==> src/rtl/jk_bank_driver.sv <==
// jk_bank_driver
//
// Sequences a bank of WIDTH external JK flip-flops to a requested target.
// A request is accepted in IDLE. The block registers a J/K excitation for
// one DRIVE cycle, and then checks the flops' Q feedback in a CHECK cycle.
// If the check fails, it drives again, up to MAX_RETRY extra times. It ends
// with a one-cycle done pulse on success, or a one-cycle err pulse when the
// retries are exhausted.
//
// Ports:
//   CLK          clock, rising edge
//   RST          asynchronous, active-high reset
//   req_valid    request present
//   req_ready    high only in IDLE
//   req_target   desired flop value, sampled on accept
//   q_fb         Q outputs of the driven flop bank
//   j_out/k_out  registered J/K excitation to the flop bank
//   busy         high in DRIVE or CHECK
//   done         one-cycle pulse: target reached
//   err          one-cycle pulse: retries exhausted
//   retry_cnt    retries used by the current/last request

module jk_bank_driver #(
  parameter  int WIDTH      = 4,
  parameter  int MAX_RETRY  = 3,
  parameter  int USE_TOGGLE = 0,
  localparam int RCW        = (MAX_RETRY > 0) ? $clog2(MAX_RETRY + 1) : 1
) (
  input  logic             CLK,
  input  logic             RST,
  input  logic             req_valid,
  output logic             req_ready,
  input  logic [WIDTH-1:0] req_target,
  input  logic [WIDTH-1:0] q_fb,
  output logic [WIDTH-1:0] j_out,
  output logic [WIDTH-1:0] k_out,
  output logic             busy,
  output logic             done,
  output logic             err,
  output logic [RCW-1:0]   retry_cnt
);

  typedef enum logic [1:0] {
    IDLE  = 2'd0,
    DRIVE = 2'd1,
    CHECK = 2'd2
  } state_t;

  localparam logic [RCW-1:0] MAX_R = RCW'(MAX_RETRY);

  state_t           r_state, w_state_nxt;
  logic [WIDTH-1:0] r_tgt, w_tgt_nxt;
  logic [WIDTH-1:0] r_j, w_j_nxt;
  logic [WIDTH-1:0] r_k, w_k_nxt;
  logic [RCW-1:0]   r_retry, w_retry_nxt;
  logic             r_done, w_done_nxt;
  logic             r_err, w_err_nxt;

  // The excitation target is the incoming request on accept. On a retry, it
  // is the latched target.
  logic [WIDTH-1:0] w_exc_tgt;
  logic [WIDTH-1:0] w_diff;
  logic [WIDTH-1:0] w_j_exc;
  logic [WIDTH-1:0] w_k_exc;

  assign w_exc_tgt = (r_state == IDLE) ? req_target : r_tgt;
  assign w_diff    = q_fb ^ w_exc_tgt;
  // Bits that already match get J=K=0 (hold). Bits that must change are
  // toggled, or are set/reset towards the target.
  assign w_j_exc   = (USE_TOGGLE != 0) ? w_diff : (w_diff & w_exc_tgt);
  assign w_k_exc   = (USE_TOGGLE != 0) ? w_diff : (w_diff & ~w_exc_tgt);

  always_comb begin
    // NOTE: every variable gets a default before the case so no path leaves
    // one unassigned, which would otherwise infer a latch.
    w_state_nxt = r_state;
    w_tgt_nxt   = r_tgt;
    w_retry_nxt = r_retry;
    w_j_nxt     = '0;
    w_k_nxt     = '0;
    w_done_nxt  = 1'b0;
    w_err_nxt   = 1'b0;

    case (r_state)
      IDLE: begin
        if (req_valid) begin
          w_tgt_nxt   = req_target;
          w_retry_nxt = '0;
          w_j_nxt     = w_j_exc;
          w_k_nxt     = w_k_exc;
          w_state_nxt = DRIVE;
        end
      end
      DRIVE: begin
        // J/K fall back to zero through the defaults, so the flops hold in CHECK.
        w_state_nxt = CHECK;
      end
      CHECK: begin
        if (q_fb == r_tgt) begin
          w_done_nxt  = 1'b1;
          w_state_nxt = IDLE;
        end else if (r_retry < MAX_R) begin
          w_retry_nxt = r_retry + RCW'(1);
          w_j_nxt     = w_j_exc;
          w_k_nxt     = w_k_exc;
          w_state_nxt = DRIVE;
        end else begin
          w_err_nxt   = 1'b1;
          w_state_nxt = IDLE;
        end
      end
      default: begin
        w_state_nxt = IDLE;
      end
    endcase
  end

  // NOTE: the reset is asynchronous, so it is in the sensitivity list. This
  // drops J/K and abandons any request without waiting for a clock edge.
  always_ff @(posedge CLK or posedge RST) begin
    if (RST) begin
      r_state <= IDLE;
      r_tgt   <= '0;
      r_j     <= '0;
      r_k     <= '0;
      r_retry <= '0;
      r_done  <= 1'b0;
      r_err   <= 1'b0;
    end else begin
      // NOTE: non-blocking assignments let every register update from the
      // pre-edge values and prevent ordering races between processes.
      r_state <= w_state_nxt;
      r_tgt   <= w_tgt_nxt;
      r_j     <= w_j_nxt;
      r_k     <= w_k_nxt;
      r_retry <= w_retry_nxt;
      r_done  <= w_done_nxt;
      r_err   <= w_err_nxt;
    end
  end

  assign req_ready = (r_state == IDLE);
  assign busy      = (r_state == DRIVE) || (r_state == CHECK);
  assign j_out     = r_j;
  assign k_out     = r_k;
  assign done      = r_done;
  assign err       = r_err;
  assign retry_cnt = r_retry;

endmodule

==> config.mk <==
export PLATFORM = sky130hd
export DESIGN_NAME = jk_bank_driver
export DESIGN_NICKNAME = d
export VERILOG_FILES = /design/src/rtl/jk_bank_driver.sv
export SDC_FILE = /design/constraint.sdc
export NUM_CORES = 1
export LEC_CHECK = 0
export ABC_CLOCK_PERIOD_IN_PS = 2900
export CAP_MARGIN = 20
export CORE_AREA = 5 5 47 49
export CTS_BUF_LIST = sky130_fd_sc_hd__clkbuf_4 sky130_fd_sc_hd__clkbuf_8
export DETAILED_ROUTE_END_ITERATION = 10
export DIE_AREA = 0 0 52 54
export GPL_TIMING_DRIVEN = 0
export PLACE_DENSITY = 0.83
export REMOVE_ABC_BUFFERS = 1
export SYNTH_ARGS = -nofsm -noshare
export SYNTH_HDL_FRONTEND = slang
export SYNTH_SLANG_ARGS = --single-unit
==> constraint.sdc <==
create_clock -name CLK -period 2.9 [get_ports CLK]
set_clock_uncertainty 0.15 [all_clocks]
set_input_delay 0.58 -clock CLK [delete_from_list [all_inputs] [get_ports CLK]]
set_output_delay 0.58 -clock CLK [all_outputs]
set_load 0.01 [all_outputs]
==> run_results.csv <==
group,metric,value,unit
status,status,"finished clean",
cells_and_area,syn2layout_area_growth,35.99,%
power_and_ir_drop,pwr-share-seq,36.6,%
synthesis,syn_area_per_cell,11.46,µm²
floorplanning,core_region_area,0.001822,mm²
clock_network,clk_latency,0.29,ns
clock_network,cts.sinks,18,
power_and_ir_drop,internal_power,666.0,µW
synthesis,synth_xor_area_share,4.130,%
setup_path,path_class,"register to output port",
route,first_pass_iters,3,
setup_path,cpLargestDelayFamily,"buffers and inverters",
global_routing,grt_overflow,0,
power_and_ir_drop,p_total,1.049,mW
sta,period_minus_slack,2.601,ns
global_routing,grt_usage,13.33,%
placed_design,hpwlAfterDp,1.265,mm
floorplanning,dieHeight,54,µm
sta,rsz0062_at_grt,"false",
cells_and_area,layout_common_cells,"24 x clkdlybuf4s50_1, 18 x dfrtp_1, 10 x nand2_1",
route,wl,1.610,mm
cells_and_area,drive_gt1_share,11.88,%
clock_network,ctsResizeCount,0,
floorplanning,ios,25,
placed_design,io_buffers,24,
synthesis,ys_types,21,
cells_and_area,nNetsFinal,118,
placed_design,place_congestion,0.7331,
power_and_ir_drop,clkPwrFrac,14.3,%
synthesis,netlist_instances,74,
route,route.detailed.drc,0,
power_and_ir_drop,switching_share,36.51,%
clock_network,cts_buffers,3,
setup_path,cp-end-kind,"output port",
clock_network,cts_setup_buffers,0,
clock_network,cts_buffer_depth,2,
floorplanning,initial_utilization,46.57,%
cells_and_area,antennaDiodeCount,0,
route,first_iter_violations,6,
sta,fin_crit_sh,89.70,%
global_routing,grt_pass1_wl,2.684,mm
placed_design,dp.cells,124,
clock_network,cts.clk_slew.worst_paths,0.09,ns
clock_network,ctsHoldBuffers,0,
power_and_ir_drop,cellPowerDensity,909.3,mW/mm²
sta,tns,0,ns
synthesis,ys_seq_area_share,53.10,%
setup_path,crit_path_cell_trace,"inv_1, ha_1, clkdlybuf4s50_1",
clock_network,root_buffer,"clkbuf_4",
global_routing,grt_pass1_vias,633,
clock_network,cts_max_level,1,
power_and_ir_drop,switching_power,383.0,µW
flow_run,cap_violations,0,
synthesis,synth_area,848.3,µm²
setup_path,required,2.17,ns
cells_and_area,mostFrequentLayoutCell,"clkdlybuf4s50_1",
sta,maxSlewHeadroom,56.36,%
sta,slew_violations,0,
power_and_ir_drop,leakage,0.5341,nW
sta,fmax,384.4,MHz
floorplanning,dieWidth,52,µm
route,detailroute.via_count,629,
setup_path,critPathMaxStageDelay,0.63,ns
clock_network,cts_tree,"yes",
synthesis,yosys.area_share.simple,16.08,%
floorplanning,placementRows,16,
setup_path,worst-path-max-fanout,9,
hold_path,min_path_type,"register to register",
synthesis,synth_mux_area_share,11.21,%
synthesis,synth_top_family_by_area,"simple AND/OR/NAND/NOR gates",
power_and_ir_drop,pwr-share-comb,49.1,%
synthesis,synth_compound_area_share,5.752,%
route,routed_via_density,4.914,
setup_path,crit_buf_inv,2,
sta,hold_violations,0,
sta,worst_pin_slew,0.6538,ns
sta,setup_viol,0,
setup_path,start_kind,"register",
setup_path,cp_slowest_cell,"clkdlybuf4s50_1",
floorplanning,dieArea,0.002808,mm²
route,antenna_left,0,
synthesis,yosys_warnings,0,
global_routing,antenna_found_initial,0,
setup_path,arrival,1.87,ns
synthesis,ys_ff_latch,18,
route,post_drt_wl_per_cell,12.58,µm
global_routing,grt_max_degree,19,
power_and_ir_drop,ir_drop,0.4186,mV
synthesis,synth_fa_ha_area_share,7.375,%
cells_and_area,stdcell_count,128,
-- metal layers --
layer / vias up / global-route usage, % / share of wire, %
li1: 303 / - / -
met1: 311 / 13.64 / 41
met2: 13 / 23.22 / 54
met3: 2 / 2.493 / 3.3
met4: 0 / 11.79 / 1.7
met5: - / 0 / 0
-- area by class of cell --
class,instances,area [µm²]
Clock buffer,4,36.28
Tap cell,27,33.78
Inverter,4,15.01
Sequential cell,18,450.4
Fill cell,136,668.1
Timing Repair Buffer,24,240.2
Multi-Input combinational cell,51,377.9
-- cells by family after synthesis --
kind of cell               Yosys count
AOI/OAI and AO/OA                    6
xor gates and xnor gates             4
adders and majority gates            5
buffers and inverters                5
DFF                                 18
muxes                                9
and+or+nand+nor                     27
-- power by group through the flow --
| stage | sequential (mW) | combinational [mW] | clock, mW |
|---|---|---|---|
| 2_1_floorplan | 0.401 | 0.310 | 0 |
| 3_3_place_gp | 0.384 | 0.505 | 0 |
| 3_5_place_dp | 0.390 | 0.518 | 0 |
| 4_1_cts | 0.384 | 0.523 | 0.158 |
| 5_1_grt | 0.392 | 0.565 | 0.173 |
| 6_report | 0.384 | 0.515 | 0.150 |
-- sequential cells by signal, indices dropped and copies added (netlist names) --
| signal | cells |
|---|---|
| j_out | 4 |
| k_out | 4 |
| r_tgt | 4 |
| r_state | 2 |
| retry_cnt | 2 |
| done | 1 |
| err | 1 |
-- cell usage after synthesis (all sizes together) --
master | instances | area, µm²
mux2i | 5 | 50.05
nor4 | 1 | 21.27
nor2 | 7 | 26.28
a32o | 1 | 10.01
mux2 | 4 | 45.04
nand3 | 2 | 10.01
a21o | 1 | 8.760
ha | 5 | 62.56
nand2b | 1 | 6.260
dfrtp | 18 | 450.4
o31a | 1 | 10.01
nand2 | 10 | 37.54
o211ai | 1 | 7.510
nor3 | 4 | 20.02
xor2 | 4 | 35.03
o31ai | 1 | 7.510
o21ai | 1 | 5.000
buf | 1 | 5.000
and2 | 1 | 7.510
or4 | 1 | 7.510
inv | 4 | 15.01
-- per-stage QoR --
stage	utilization (%)	worst slack [ns]	hold slack (ns)	cell area [µm²]
after global placement	61.33	0.5633	0.3576	1117
after global routing	63.32	0.2179	0.4222	1154
after CTS	63.32	0.2787	0.3981	1154
after detailed placement	61.33	0.5388	0.3755	1117
final	63.32	0.2987	0.3932	1154
after floorplan	-	1.146	0.3686	843.3
-- final timing paths --
path | startpoint | endpoint | slack [ns] | depth (start not counted)
min | retry_cnt[1] | retry_cnt[1] | 0.39 | 1
min in group asynchronous | RST | j_out[2] | 0.52 | 2
min reg2reg | retry_cnt[1] | retry_cnt[1] | 0.39 | 1
max in group asynchronous | RST | r_tgt[3] | 1.65 | 2
max | r_state[1] | req_ready | 0.30 | 3
max reg2reg | r_state[0] | retry_cnt[0] | 0.94 | 6
(Power assumes the default switching activity.)
